<file path="src/rtl/load_store_unit.sv">
`timescale 1ns/1ps
// load_store_unit
// Converts byte-addressed RISC-V loads/stores (LB/LH/LW/LBU/LHU, SB/SH/SW)
// arriving over a valid/ready handshake into single-word accesses on a
// word-addressed data memory. Sub-word loads are lane-extracted and
// sign/zero-extended; sub-word stores are read-modify-write. Illegal,
// misaligned or out-of-range requests answer with resp_err and never
// strobe the memory.
//
// Ports:
//   clk, rst_n          clock (posedge) and synchronous active-low reset
//   req_valid/req_ready request handshake; accept on valid && ready
//   req_we              1 = store, 0 = load
//   req_funct3          RISC-V width/sign code
//   req_addr            byte address
//   req_wdata           store data (low byte/half for SB/SH)
//   resp_valid          one-cycle registered completion pulse
//   resp_rdata          registered load result (0 for stores and errors)
//   resp_err            registered error flag, valid with resp_valid
//   mem_addr            word index of the captured address
//   mem_write_data      word written on mem_memwrite
//   mem_memwrite        write strobe
//   mem_memread         read strobe
//   mem_read_data       read word, valid the cycle after the read edge
module load_store_unit #(
  parameter int unsigned MEM_WORDS = 256
) (
  input  logic        clk,
  input  logic        rst_n,
  input  logic        req_valid,
  output logic        req_ready,
  input  logic        req_we,
  input  logic [2:0]  req_funct3,
  input  logic [31:0] req_addr,
  input  logic [31:0] req_wdata,
  output logic        resp_valid,
  output logic [31:0] resp_rdata,
  output logic        resp_err,
  output logic [31:0] mem_addr,
  output logic [31:0] mem_write_data,
  output logic        mem_memwrite,
  output logic        mem_memread,
  input  logic [31:0] mem_read_data
);

  typedef enum logic [2:0] {
    S_IDLE, S_RD, S_EXT, S_MERGE, S_WR, S_ERR
  } state_t;

  state_t      r_state;
  state_t      w_next;

  logic [31:0] r_addr;
  logic [31:0] r_wdata;
  logic [2:0]  r_funct3;
  logic        r_we;
  logic        r_resp_valid;
  logic        r_resp_err;
  logic [31:0] r_resp_rdata;

  logic        w_accept;
  logic        w_f3_bad;
  logic        w_misalign;
  logic        w_range;
  logic        w_err;
  logic [7:0]  w_byte;
  logic [15:0] w_half;
  logic [31:0] w_ext;
  logic [31:0] w_merged;
  logic        w_resp;
  logic        w_resp_err;
  logic [31:0] w_resp_rdata;

  assign req_ready      = (r_state == S_IDLE) && rst_n;
  assign w_accept       = req_valid && req_ready;
  assign mem_addr       = {2'b00, r_addr[31:2]};
  // r_wdata holds the raw store word for SW and the merged word for SB/SH
  assign mem_write_data = r_wdata;
  assign resp_valid     = r_resp_valid;
  assign resp_err       = r_resp_err;
  assign resp_rdata     = r_resp_rdata;

  // Request legality, evaluated on the live request at accept time
  always_comb begin
    if (req_we)
      w_f3_bad = !(req_funct3 inside {3'b000, 3'b001, 3'b010});
    else
      w_f3_bad = !(req_funct3 inside {3'b000, 3'b001, 3'b010, 3'b100, 3'b101});
    w_misalign = ((req_funct3[1:0] == 2'b01) && req_addr[0]) ||
                 ((req_funct3[1:0] == 2'b10) && (req_addr[1:0] != 2'b00));
    w_range    = {2'b00, req_addr[31:2]} >= MEM_WORDS;
    w_err      = w_f3_bad || w_misalign || w_range;
  end

  // Load lane extraction and store lane merge on the returned word
  always_comb begin
    w_byte = mem_read_data[{r_addr[1:0], 3'b000} +: 8];
    w_half = r_addr[1] ? mem_read_data[31:16] : mem_read_data[15:0];
    case (r_funct3)
      3'b000:  w_ext = {{24{w_byte[7]}}, w_byte};
      3'b100:  w_ext = {24'h0, w_byte};
      3'b001:  w_ext = {{16{w_half[15]}}, w_half};
      3'b101:  w_ext = {16'h0, w_half};
      default: w_ext = mem_read_data;
    endcase
    w_merged = mem_read_data;
    if (r_funct3[1:0] == 2'b00)
      w_merged[{r_addr[1:0], 3'b000} +: 8] = r_wdata[7:0];
    else
      w_merged[{r_addr[1], 4'b0000} +: 16] = r_wdata[15:0];
  end

  always_comb begin
    w_next       = r_state;
    w_resp       = 1'b0;
    w_resp_err   = 1'b0;
    w_resp_rdata = '0;
    mem_memread  = (r_state == S_RD) && rst_n;
    mem_memwrite = (r_state == S_WR) && rst_n;
    case (r_state)
      S_IDLE: begin
        if (w_accept) begin
          if (w_err)                                w_next = S_ERR;
          else if (req_we && req_funct3 == 3'b010) w_next = S_WR;
          else                                      w_next = S_RD;
        end
      end
      S_RD:    w_next = r_we ? S_MERGE : S_EXT;
      S_EXT: begin
        w_next       = S_IDLE;
        w_resp       = 1'b1;
        w_resp_rdata = w_ext;
      end
      S_MERGE: w_next = S_WR;
      S_WR: begin
        w_next = S_IDLE;
        w_resp = 1'b1;
      end
      S_ERR: begin
        w_next     = S_IDLE;
        w_resp     = 1'b1;
        w_resp_err = 1'b1;
      end
      default: w_next = S_IDLE;
    endcase
  end

  always_ff @(posedge clk) begin
    if (!rst_n) r_state <= S_IDLE;
    else        r_state <= w_next;
  end

  always_ff @(posedge clk) begin
    if (!rst_n) begin
      r_addr       <= '0;
      r_wdata      <= '0;
      r_funct3     <= '0;
      r_we         <= 1'b0;
      r_resp_valid <= 1'b0;
      r_resp_err   <= 1'b0;
      r_resp_rdata <= '0;
    end else begin
      r_resp_valid <= w_resp;
      if (w_resp) begin
        r_resp_err   <= w_resp_err;
        r_resp_rdata <= w_resp_rdata;
      end
      if (w_accept) begin
        r_addr   <= req_addr;
        r_funct3 <= req_funct3;
        r_we     <= req_we;
        r_wdata  <= req_wdata;
      end else if (r_state == S_MERGE) begin
        r_wdata <= w_merged;
      end
    end
  end

endmodule

</file>
<file path="config.mk">
export PLATFORM = sky130hd
export DESIGN_NAME = load_store_unit
export DESIGN_NICKNAME = d
export VERILOG_FILES = /design/src/rtl/load_store_unit.sv
export SDC_FILE = /design/constraint.sdc
export NUM_CORES = 1
export LEC_CHECK = 0
export ABC_AREA = 1
export ABC_CLOCK_PERIOD_IN_PS = 5200
export BUFFER_PORTS_ARGS = -buffer_cell sky130_fd_sc_hd__buf_2
export CELL_PAD_IN_SITES_DETAIL_PLACEMENT = 2
export CELL_PAD_IN_SITES_GLOBAL_PLACEMENT = 2
export CORE_ASPECT_RATIO = 1.1
export CORE_MARGIN = 1
export CORE_UTILIZATION = 28
export CTS_CLUSTER_SIZE = 24
export DETAILED_ROUTE_END_ITERATION = 6
export PLACE_DENSITY = 0.95
export SLEW_MARGIN = 0
export SYNTH_ARGS = -nofsm -noshare
export SYNTH_HDL_FRONTEND = slang
export SYNTH_SLANG_ARGS = --single-unit
</file>
<file path="constraint.sdc">
create_clock -name clk -period 5.2 [get_ports clk]
set_input_delay 0.52 -clock clk [delete_from_list [all_inputs] [get_ports clk]]
set_output_delay 0.52 -clock clk [all_outputs]
set_load 0.05 [all_outputs]
</file>
==> metrics.cfg, run 1 <==
[setup_path]
r2r_slack_ns=2.32
cp_max_fo=26
max_stage_delay_ns=0.98
reg2reg_from=r_funct3[1]
cp.arrival_ns=3.09
crit_end=resp_rdata[1]
crit_chain=inv_1 -> o21ai_1 -> o21ai_0 -> o211ai_1 -> a21oi_1
cp_slowest_cell=dfxtp_1
rr_worst_depth=5
start_kind=flip-flop
r2r-end=resp_rdata[1]
required_ns=5.41
crit_type=reg -> reg
crit_path_end_kind=flip-flop
startpoint=r_funct3[1]

[synthesis]
synth_cell_types=32
syn_inst=966
netlist.top_cell.by_area=dfxtp_1
ys_top_cells_by_area=dfxtp_1 (34%), nand2_1 (19%), a21oi_1 (8.8%)
synth_warnings=0
syn-cell-area_um2=6150
ys_seq_area_share_pct=34.2
synth_top_area_share_pct=34.2
synth-seq-cells=105
syn_area_per_cell_um2=6.37

[floorplan]
die_h_um=157
rows=56
boundaryPins=204
start_util_pct=28.7
coreArea_um2=21400
die-area_um2=22600
die_width_um=143

[final_layout]
mostFrequentLayoutCells=nand2_1 (314), buf_2 (201), a21oi_1 (108)
layout_commonest_cell=nand2_1
insertedDiodeCount=0
stdcell_count=1389
area_growth_pct=18.3
postLayoutCoreUtil_pct=34.0
nets=1202
drive_above_1_share_pct=22.1

[power]
ir_worst_vdd_mv=0.173
swShare_pct=51.3
seq_power_share_pct=31.9
p_leak_nw=3.53
p_int_w=0.00168
clkPwrFrac_pct=20.5
p_sw_w=0.00178
pwr-share-comb_pct=47.7
powerDensity_nw_per_um2=475

[timing]
post-route-period-util_pct=55.3
finalClockSkew_ns=0.0106
relSlewSlack_pct=33.4
hold_viol_final=0
rsz0062_at_grt=no
setup_viol=0
drv_slew=0
min_period_ns=2.88
fmax_mhz=348
worst_slew_pin_slew_ns=0.998
tns_ns=0

[run]
maxCapViolCount=0

[grt]
grt_pass1_wl_mm=40.0
antenna_found_initial=3
track_usage_pct=23.3
grt_max_degree=65
grt_overflow=0
grt_pass1_vias=7357

[clocking]
cts.clk_slew.worst_paths_ns=0.09
cts_tree=yes
cts_root_buffer=clkbuf_16
postCtsSetupRepairBufs=0
htreeDepth=3
cts_hold_buf=0
clock-sinks=105
cts_max_path_buffers=2
cts-resized-gates=0
numCtsBuffers=9
worstSkewPairLatency_ns=0.37

[detailed_routing]
firstDrtPassIters=4
num_vias=7052
wl_mm=25.9
routedWlPerCell_um=18.7
drc=0
vias_per_cell=5.08
ant_nets=0
drt_iter0_markers=301

[placed_design]
dp_hpwl_mm=19.6
placedCellCount=1373
port_buffers=201
gp_congestion=0.895

[worst_hold_path]
hp-class=in -> reg

[outcome]
status=finished clean

[synth_stat cells]
cell and number:
nor2_2 3, nand3_1 72, inv_1 46, ha_1 5, nand3b_1 8, inv_2 6, a21oi_1 108, buf_2 20
dfxtp_1 105, nand3_2 1, buf_4 40, conb_1 1, nand2_4 2, nand2_2 1, o21ai_0 73, nor3_1 3
buf_1 5, nand4_4 1, clkinv_1 1, nand3_4 2, inv_4 1, o21ai_1 2, nor4_1 2, nand2_1 314
o211ai_1 17, nor2_1 97, buf_6 8, a21oi_2 2, a21oi_4 1, nor2_4 2, nand4_1 1, clkbuf_1 16
[power groups by stage]
stage                     Combinational (W)  Sequential (W)  Clock [W]
after floorplan                     0.00106         0.00134          0
after global placement              0.00159         0.00111          0
after detailed placement            0.00165         0.00112          0
after CTS                           0.00166         0.00110   0.000726
after global routing                0.00179         0.00112   0.000749
final                               0.00165         0.00110   0.000707
[logic make-up (layout without fill, tap and decap cells)]
| family | Yosys count | count (layout) | synth area share (%) |
|---|---|---|---|
| simple gates | 509 | 509 | 34.7 |
| buf+inv | 143 | 275 | 12.6 |
| compound gates | 203 | 203 | 17.5 |
| fa+ha+maj | 5 | 5 | 1.02 |
| other cells | 1 | 2 | 0.0609 |
| flops | 105 | 105 | 34.2 |
[stage by stage]
step | setup WS [ns] | area [um2] | hold slack (ns) | total power, W
final | 2.32 | 7280 | 0.338 | 0.00346
after global routing | 2.08 | 7280 | 0.352 | 0.00366
after CTS | 2.33 | 7280 | 0.331 | 0.00349
after detailed placement | 2.34 | 6990 | 0.454 | 0.00277
after global placement | 2.34 | 6990 | 0.449 | 0.00270
after floorplan | 2.35 | 6160 | 0.443 | 0.00241
[registers in the layout, summed over array words and instances (netlist names)]
signal	count
mem_write_data	32
r_addr	32
r_funct3	3
r_state	3
r_we	1
resp_err	1
resp_rdata	32
resp_valid	1
[critical path, delay by kind of cell, from the launching register on]
family / cells / cell delay (ns)
DFF: 1 / 0.98
buffers and inverters: 1 / 0.67
AOI/OAI and AO/OA: 4 / 1.06
[final cells by class]
cell class / count / area, um2
inverter: 54 / 205
clock inverter: 7 / 67.6
clock buffer: 9 / 225
multi-input combinational: 719 / 3280
sequential: 105 / 2100
timing repair buffer: 205 / 1040
fill: 2737 / 14200
tap: 290 / 363
[how the worst min path moves through the flow]
stage / from / cells after the start / end
CTS: req_addr[2] / 3 / r_addr[2]
detailed placement: resp_rdata[31] / 2 / resp_rdata[31]
floorplan: r_addr[10] / 2 / r_addr[10]
global placement: r_addr[30] / 2 / r_addr[30]
global route: req_addr[7] / 3 / r_addr[7]
finish: req_addr[2] / 3 / r_addr[2]
[metal layers]
layer	up-vias	part of all wire [%]	track usage (%)
li1	3351	-	-
met1	3462	41	27.0
met2	185	51	42.5
met3	48	5.4	4.11
met4	6	2.5	8.66
met5	-	0.11	0
No activity file was read; power rests on OpenSTA's default activity.
==> run 2, diff against run 1 <==
--- a/config.mk
+++ b/config.mk
@@ -6,16 +6,16 @@
 export NUM_CORES = 1
 export LEC_CHECK = 0
 export ABC_AREA = 1
-export ABC_CLOCK_PERIOD_IN_PS = 5200
+export ABC_CLOCK_PERIOD_IN_PS = 2690
 export BUFFER_PORTS_ARGS = -buffer_cell sky130_fd_sc_hd__buf_2
 export CELL_PAD_IN_SITES_DETAIL_PLACEMENT = 2
 export CELL_PAD_IN_SITES_GLOBAL_PLACEMENT = 2
 export CORE_ASPECT_RATIO = 1.1
 export CORE_MARGIN = 1
-export CORE_UTILIZATION = 28
+export CORE_UTILIZATION = 26
 export CTS_CLUSTER_SIZE = 24
 export DETAILED_ROUTE_END_ITERATION = 6
-export PLACE_DENSITY = 0.95
+export PLACE_DENSITY = 0.91
 export SLEW_MARGIN = 0
 export SYNTH_ARGS = -nofsm -noshare
 export SYNTH_HDL_FRONTEND = slang
==> constraint.sdc (replaced) <==
create_clock -name clk -period 2.69 [get_ports clk]
set_input_delay 0.269 -clock clk [delete_from_list [all_inputs] [get_ports clk]]
set_output_delay 0.269 -clock clk [all_outputs]
set_load 0.05 [all_outputs]
==> metrics.cfg, run 2 (same netlist as run 1, synthesis figures left out) <==
[outcome]
status=finished clean  ; unchanged

[clocking]
cts_root_buffer=clkbuf_16  ; unchanged
worstSkewPairLatency_ns=0.37  ; about the same
cts.clk_slew.worst_paths_ns=0.09  ; about the same
cts_max_path_buffers=2  ; unchanged
htreeDepth=3  ; unchanged
clock-sinks=105  ; unchanged
cts_hold_buf=0  ; unchanged
cts_tree=yes  ; unchanged
postCtsSetupRepairBufs=0  ; unchanged
cts-resized-gates=0  ; unchanged
numCtsBuffers=9  ; unchanged

[timing]
post-route-period-util_pct=82.1  ; was 55.3%
setup_slack_ns=0.482  ; was 2.32 ns
min_period_ns=2.21  ; was 2.88 ns
tns_ns=0  ; unchanged
hold_viol_final=0  ; unchanged
rsz0062_at_grt=no  ; unchanged
drv_slew=0  ; unchanged
fmax_mhz=453  ; was 348 MHz
hold_slack_ns=0.0881  ; was 0.338 ns
relSlewSlack_pct=23.9  ; was 33.4%
worst_slew_pin_slew_ns=1.14  ; was 0.998 ns
finalClockSkew_ns=0.0146  ; was 0.0106 ns
setup_viol=0  ; unchanged

[power]
powerDensity_nw_per_um2=918  ; was 475 nW/um2
p_leak_nw=3.58  ; was 3.53 nW
ir_worst_vdd_mv=0.361  ; was 0.173 mV

[placed_design]
port_buffers=201  ; unchanged
dp_hpwl_mm=20.5  ; was 19.6 mm
gp_congestion=0.857  ; was 0.895
place_ws_ns=0.504  ; was 2.34 ns
placedCellCount=1393  ; was 1373
placed_area_um2=7070  ; was 6990 um2

[setup_path]
crit_type=reg -> reg  ; unchanged
cp.arrival_ns=2.51  ; was 3.09 ns
start_kind=flip-flop  ; unchanged
cp_max_fo=42  ; was 26
required_ns=2.99  ; was 5.41 ns
crit_path_end_kind=flip-flop  ; unchanged

[floorplan]
start_util_pct=26.7  ; was 28.7%
die-area_um2=24300  ; was 22600 um2
boundaryPins=204  ; unchanged
coreArea_um2=23100  ; was 21400 um2
die_width_um=149  ; was 143 um
rows=58  ; was 56
die_h_um=163  ; was 157 um

[detailed_routing]
drc=0  ; unchanged
vias_per_cell=5.01  ; was 5.08
wl_mm=26.8  ; was 25.9 mm
routedWlPerCell_um=19.0  ; was 18.7 um
ant_nets=0  ; unchanged
drt_iter0_markers=325  ; was 301
num_vias=7071  ; was 7052
firstDrtPassIters=4  ; unchanged

[final_layout]
drive_above_1_share_pct=22.8  ; was 22.1%
nets=1212  ; was 1202
stdcell_count=1412  ; was 1389
final_area_um2=7390  ; was 7280 um2
regArea_um2=2100  ; unchanged
mostFrequentLayoutCells=nand2_1 (314), buf_2 (201), a21oi_1 (108)  ; unchanged
area_growth_pct=20.0  ; was 18.3%
layout_commonest_cell=nand2_1  ; unchanged
fillers=2902  ; was 2737
multi_input_area_um2=3280  ; unchanged

[grt]
grt_max_degree=65  ; unchanged
grt_pass1_wl_mm=41.8  ; was 40.0 mm
track_usage_pct=22.4  ; was 23.3%
grt_pass1_vias=7659  ; was 7357
antenna_found_initial=3  ; unchanged
grt_overflow=0  ; unchanged

[worst_hold_path]
hp-class=in -> reg  ; unchanged

[run]
maxCapViolCount=0  ; unchanged

-- run 2: cell count changes in the layout (fill, tap and decap cells not counted) --
| cell | before | now |
|---|---|---|
| buf_4 | 4 | 14 |
| clkinv_4 | 1 | 0 |
| clkinv_8 | 0 | 2 |
| clkinvlp_4 | 1 | 0 |
| diode_2 | 0 | 3 |
| inv_6 | 2 | 4 |
| inv_8 | 3 | 1 |
-- run 2: area by class of cell --
type                       count  share of cell area (%)
multi-input combinational    719                    44.4
sequential                   105                    28.5
timing repair buffer         215                    15.0
tap                          300                    5.08
clock buffer                   9                    3.05
inverter                      54                    2.78
clock inverter                 7                    1.07
antenna                        3                   0.102
-- run 2: worst paths after layout --
path	from	to	slack, ns	cells past startpoint
hold reg to reg	resp_err	resp_err	0.47	2
setup reg to reg	r_state[1]	mem_write_data[27]	0.48	8
setup / recovery	r_state[1]	mem_write_data[27]	0.48	8
hold / removal	req_addr[2]	r_addr[2]	0.09	3
-- run 2: report_power, final --
part | total (W) | leakage, nW | switching (W) | internal, W
Combinational | 0.00328 | 2.58 | 0.00248 | 0.000792
Sequential | 0.00210 | 0.857 | 0.000256 | 0.00184
Clock | 0.00141 | 0.149 | 0.000739 | 0.000667
-- run 2: metal layers --
metal | track usage (%) | vias to the layer above | wire length, um | part of all wire [%]
li1 | - | 3369 | - | -
met1 | 26.8 | 3460 | 11400 | 42
met2 | 39.4 | 198 | 13400 | 50
met3 | 3.21 | 44 | 1220 | 4.5
met4 | 10.3 | 0 | 792 | 3.0
met5 | 0 | - | 0 | 0
-- run 2: worst max-delay path: stages (launching register included) --
cell	delay [ns]
dfxtp_1	0.46
inv_2	0.13
nand4_4	0.11
buf_4	0.42
buf_4	0.45
nor2_1	0.19
nor2_2	0.14
nand2_1	0.06
a21oi_1	0.14
-- run 2: through the flow --
step	utilization, %	total power, W
after floorplan	-	0.00465
after global placement	30.7	0.00528
after detailed placement	30.7	0.00539
after CTS	32.0	0.00684
after global routing	32.0	0.00719
final	32.0	0.00678
==> run 3, diff against run 2 <==
--- a/config.mk
+++ b/config.mk
@@ -6,16 +6,16 @@
 export NUM_CORES = 1
 export LEC_CHECK = 0
 export ABC_AREA = 1
-export ABC_CLOCK_PERIOD_IN_PS = 2690
+export ABC_CLOCK_PERIOD_IN_PS = 1890
 export BUFFER_PORTS_ARGS = -buffer_cell sky130_fd_sc_hd__buf_2
 export CELL_PAD_IN_SITES_DETAIL_PLACEMENT = 2
 export CELL_PAD_IN_SITES_GLOBAL_PLACEMENT = 2
 export CORE_ASPECT_RATIO = 1.1
 export CORE_MARGIN = 1
-export CORE_UTILIZATION = 26
+export CORE_UTILIZATION = 24
 export CTS_CLUSTER_SIZE = 24
 export DETAILED_ROUTE_END_ITERATION = 6
-export PLACE_DENSITY = 0.91
+export PLACE_DENSITY = 0.89
 export SLEW_MARGIN = 0
 export SYNTH_ARGS = -nofsm -noshare
 export SYNTH_HDL_FRONTEND = slang
==> constraint.sdc (replaced) <==
create_clock -name clk -period 1.89 [get_ports clk]
set_input_delay 0.189 -clock clk [delete_from_list [all_inputs] [get_ports clk]]
set_output_delay 0.189 -clock clk [all_outputs]
set_load 0.05 [all_outputs]
==> metrics.cfg, run 3 (same netlist as run 1, synthesis figures left out) <==
[outcome]
status=finished clean  ; unchanged

[final_layout]
postLayoutCoreUtil_pct=30.3  ; was 32.0%
nets=1230  ; was 1212
fillers=3091  ; was 2902
layout_commonest_cell=nand2_1  ; unchanged
mostFrequentLayoutCells=nand2_1 (312), buf_2 (201), a21oi_1 (108)  ; was nand2_1 (314), buf_2 (201), a21oi_1 (108)
drive_above_1_share_pct=24.9  ; was 22.8%
area_growth_pct=24.5  ; was 20.0%

[power]
p_int_w=0.00488  ; was 0.00330 W
clkPwrFrac_pct=19.9  ; was 20.7%
p_sw_w=0.00502  ; was 0.00348 W
pwr-share-comb_pct=50.4  ; was 48.3%
p_leak_nw=3.68  ; was 3.58 nW
ir_worst_vdd_mv=0.565  ; was 0.361 mV
seq_power_share_pct=29.7  ; was 30.9%
powerDensity_nw_per_um2=1290  ; was 918 nW/um2
swShare_pct=50.7  ; was 51.3%

[timing]
worst_slew_pin_slew_ns=0.718  ; was 1.14 ns
finalClockSkew_ns=0.00800  ; was 0.0146 ns
tns_ns=0  ; unchanged
fmax_mhz=559  ; was 453 MHz
post-route-period-util_pct=94.6  ; was 82.1%
hold_viol_final=0  ; unchanged
drv_slew=0  ; unchanged
setup_viol=0  ; unchanged
relSlewSlack_pct=52.1  ; was 23.9%
min_period_ns=1.79  ; was 2.21 ns

[setup_path]
required_ns=2.12  ; was 2.99 ns
crit_type=reg -> reg  ; unchanged
cp.arrival_ns=2.02  ; was 2.51 ns
crit_path_end_kind=flip-flop  ; unchanged
r2r-end=mem_write_data[31]  ; was mem_write_data[27]
cp_max_fo=8  ; was 42
rr_worst_depth=10  ; was 8
reg2reg_from=r_addr[1]  ; was r_state[1]
start_kind=flip-flop  ; unchanged
r2r_slack_ns=0.10  ; was 0.48 ns

[grt]
track_usage_pct=20.7  ; was 22.4%
antenna_found_initial=1  ; was 3
grt_max_degree=64  ; was 65
grt_pass1_wl_mm=41.6  ; was 41.8 mm
grt_overflow=0  ; unchanged
grt_pass1_vias=7530  ; was 7659

[clocking]
clock-sinks=105  ; unchanged
cts_tree=yes  ; unchanged
htreeDepth=3  ; unchanged
cts.clk_slew.worst_paths_ns=0.08  ; was 0.09 ns
cts_hold_buf=0  ; unchanged
cts_max_path_buffers=2  ; unchanged
worstSkewPairLatency_ns=0.37  ; about the same
cts_root_buffer=clkbuf_16  ; unchanged
numCtsBuffers=9  ; unchanged

[detailed_routing]
firstDrtPassIters=5  ; was 4
vias_per_cell=4.82  ; was 5.01
ant_nets=0  ; unchanged
num_vias=7101  ; was 7071
routedWlPerCell_um=18.6  ; was 19.0 um
wl_mm=27.4  ; was 26.8 mm
drc=0  ; unchanged
drt_iter0_markers=416  ; was 325

[worst_hold_path]
hold-path-cell-count=3  ; unchanged
hp-class=in -> reg  ; unchanged
hold_path.startpoint=req_addr[8]  ; was req_addr[2]
hold_path_end=r_addr[8]  ; was r_addr[2]

[placed_design]
port_buffers=201  ; unchanged
gp_congestion=0.849  ; was 0.857
dp_hpwl_mm=21.0  ; was 20.5 mm

[floorplan]
boundaryPins=204  ; unchanged
coreArea_um2=25300  ; was 23100 um2
die-area_um2=26300  ; was 24300 um2
start_util_pct=24.4  ; was 26.7%
die_h_um=170  ; was 163 um
rows=61  ; was 58
die_width_um=155  ; was 149 um

[run]
maxCapViolCount=0  ; unchanged

-- run 3: layer usage --
| layer | wire length (um) | part of all wire, % | GRT usage (%) | up-vias |
|---|---|---|---|---|
| li1 | - | - | - | 3406 |
| met1 | 11100 | 41 | 23.9 | 3436 |
| met5 | 0 | 0 | 0 | - |
| met4 | 877 | 3.2 | 8.91 | 0 |
| met3 | 1390 | 5.1 | 3.92 | 50 |
| met2 | 14000 | 51 | 37.2 | 209 |
-- run 3: what timing repair did --
item / in CTS / in global routing
resized for setup: 2 / 12
pin swaps: 0 / 1
endpoints found under the hold margin: 0 / 0
setup endpoints to repair: 7 / 59
buffers inserted: 0 / 3
gates cloned: 0 / 1
-- run 3: through the flow --
step                      total power (W)  cell area, um2  hold slack, ns  setup WS [ns]  instances
final                             0.00990            7660          0.0100          0.101       1474
after detailed placement          0.00785            7280           0.394        -0.0241       1453
after CTS                         0.00988            7590         0.00469         0.0104       1469
after global routing               0.0105            7660          0.0132        -0.0122       1474
after global placement            0.00766            7280           0.382         0.0862       1453
after floorplan                   0.00663            6160           0.299         0.0283        967
-- run 3: critical path, stage by stage (launching register included) --
cell and delay, ns:
dfxtp_2 0.35, inv_2 0.16, ha_2 0.29, clkinvlp_4 0.16, buf_4 0.16, nand3_1 0.11
nor2_1 0.07, o21ai_0 0.17, nand2_1 0.07, nand2_1 0.06, a21oi_1 0.06
-- run 3: layout make-up --
type	instances	area (um2)	share of cell area, %
Clock inverter	7	71.3	0.931
Timing Repair Buffer	232	1290	16.8
Tap cell	346	433	5.65
Inverter	54	209	2.73
Sequential cell	105	2100	27.4
Antenna cell	1	2.50	0.0327
Timing Repair inverter	1	7.51	0.0980
Clock buffer	9	225	2.94
Multi-Input combinational cell	719	3320	43.4
-- run 3: power by group through the flow --
| stage | Combinational [W] | Sequential (W) | Clock [W] |
|---|---|---|---|
| 3_3_place_gp | 0.00469 | 0.00297 | 0 |
| 4_1_cts | 0.00492 | 0.00294 | 0.00202 |
| 6_report | 0.00499 | 0.00294 | 0.00197 |
| 5_1_grt | 0.00541 | 0.00299 | 0.00211 |
| 2_1_floorplan | 0.00293 | 0.00370 | 0 |
| 3_5_place_dp | 0.00486 | 0.00299 | 0 |
-- run 3: how the worst max path moves through the flow --
stage / from / to / slack, ns / depth (start not counted)
6_report: r_addr[1] / mem_write_data[31] / 0.10 / 10
2_1_floorplan: r_state[2] / mem_memwrite / 0.03 / 2
3_3_place_gp: r_addr[1] / mem_write_data[27] / 0.09 / 8
3_5_place_dp: r_state[0] / mem_write_data[12] / -0.02 / 7
5_1_grt: r_addr[1] / mem_write_data[28] / -0.01 / 9
4_1_cts: r_state[0] / mem_write_data[23] / 0.01 / 6
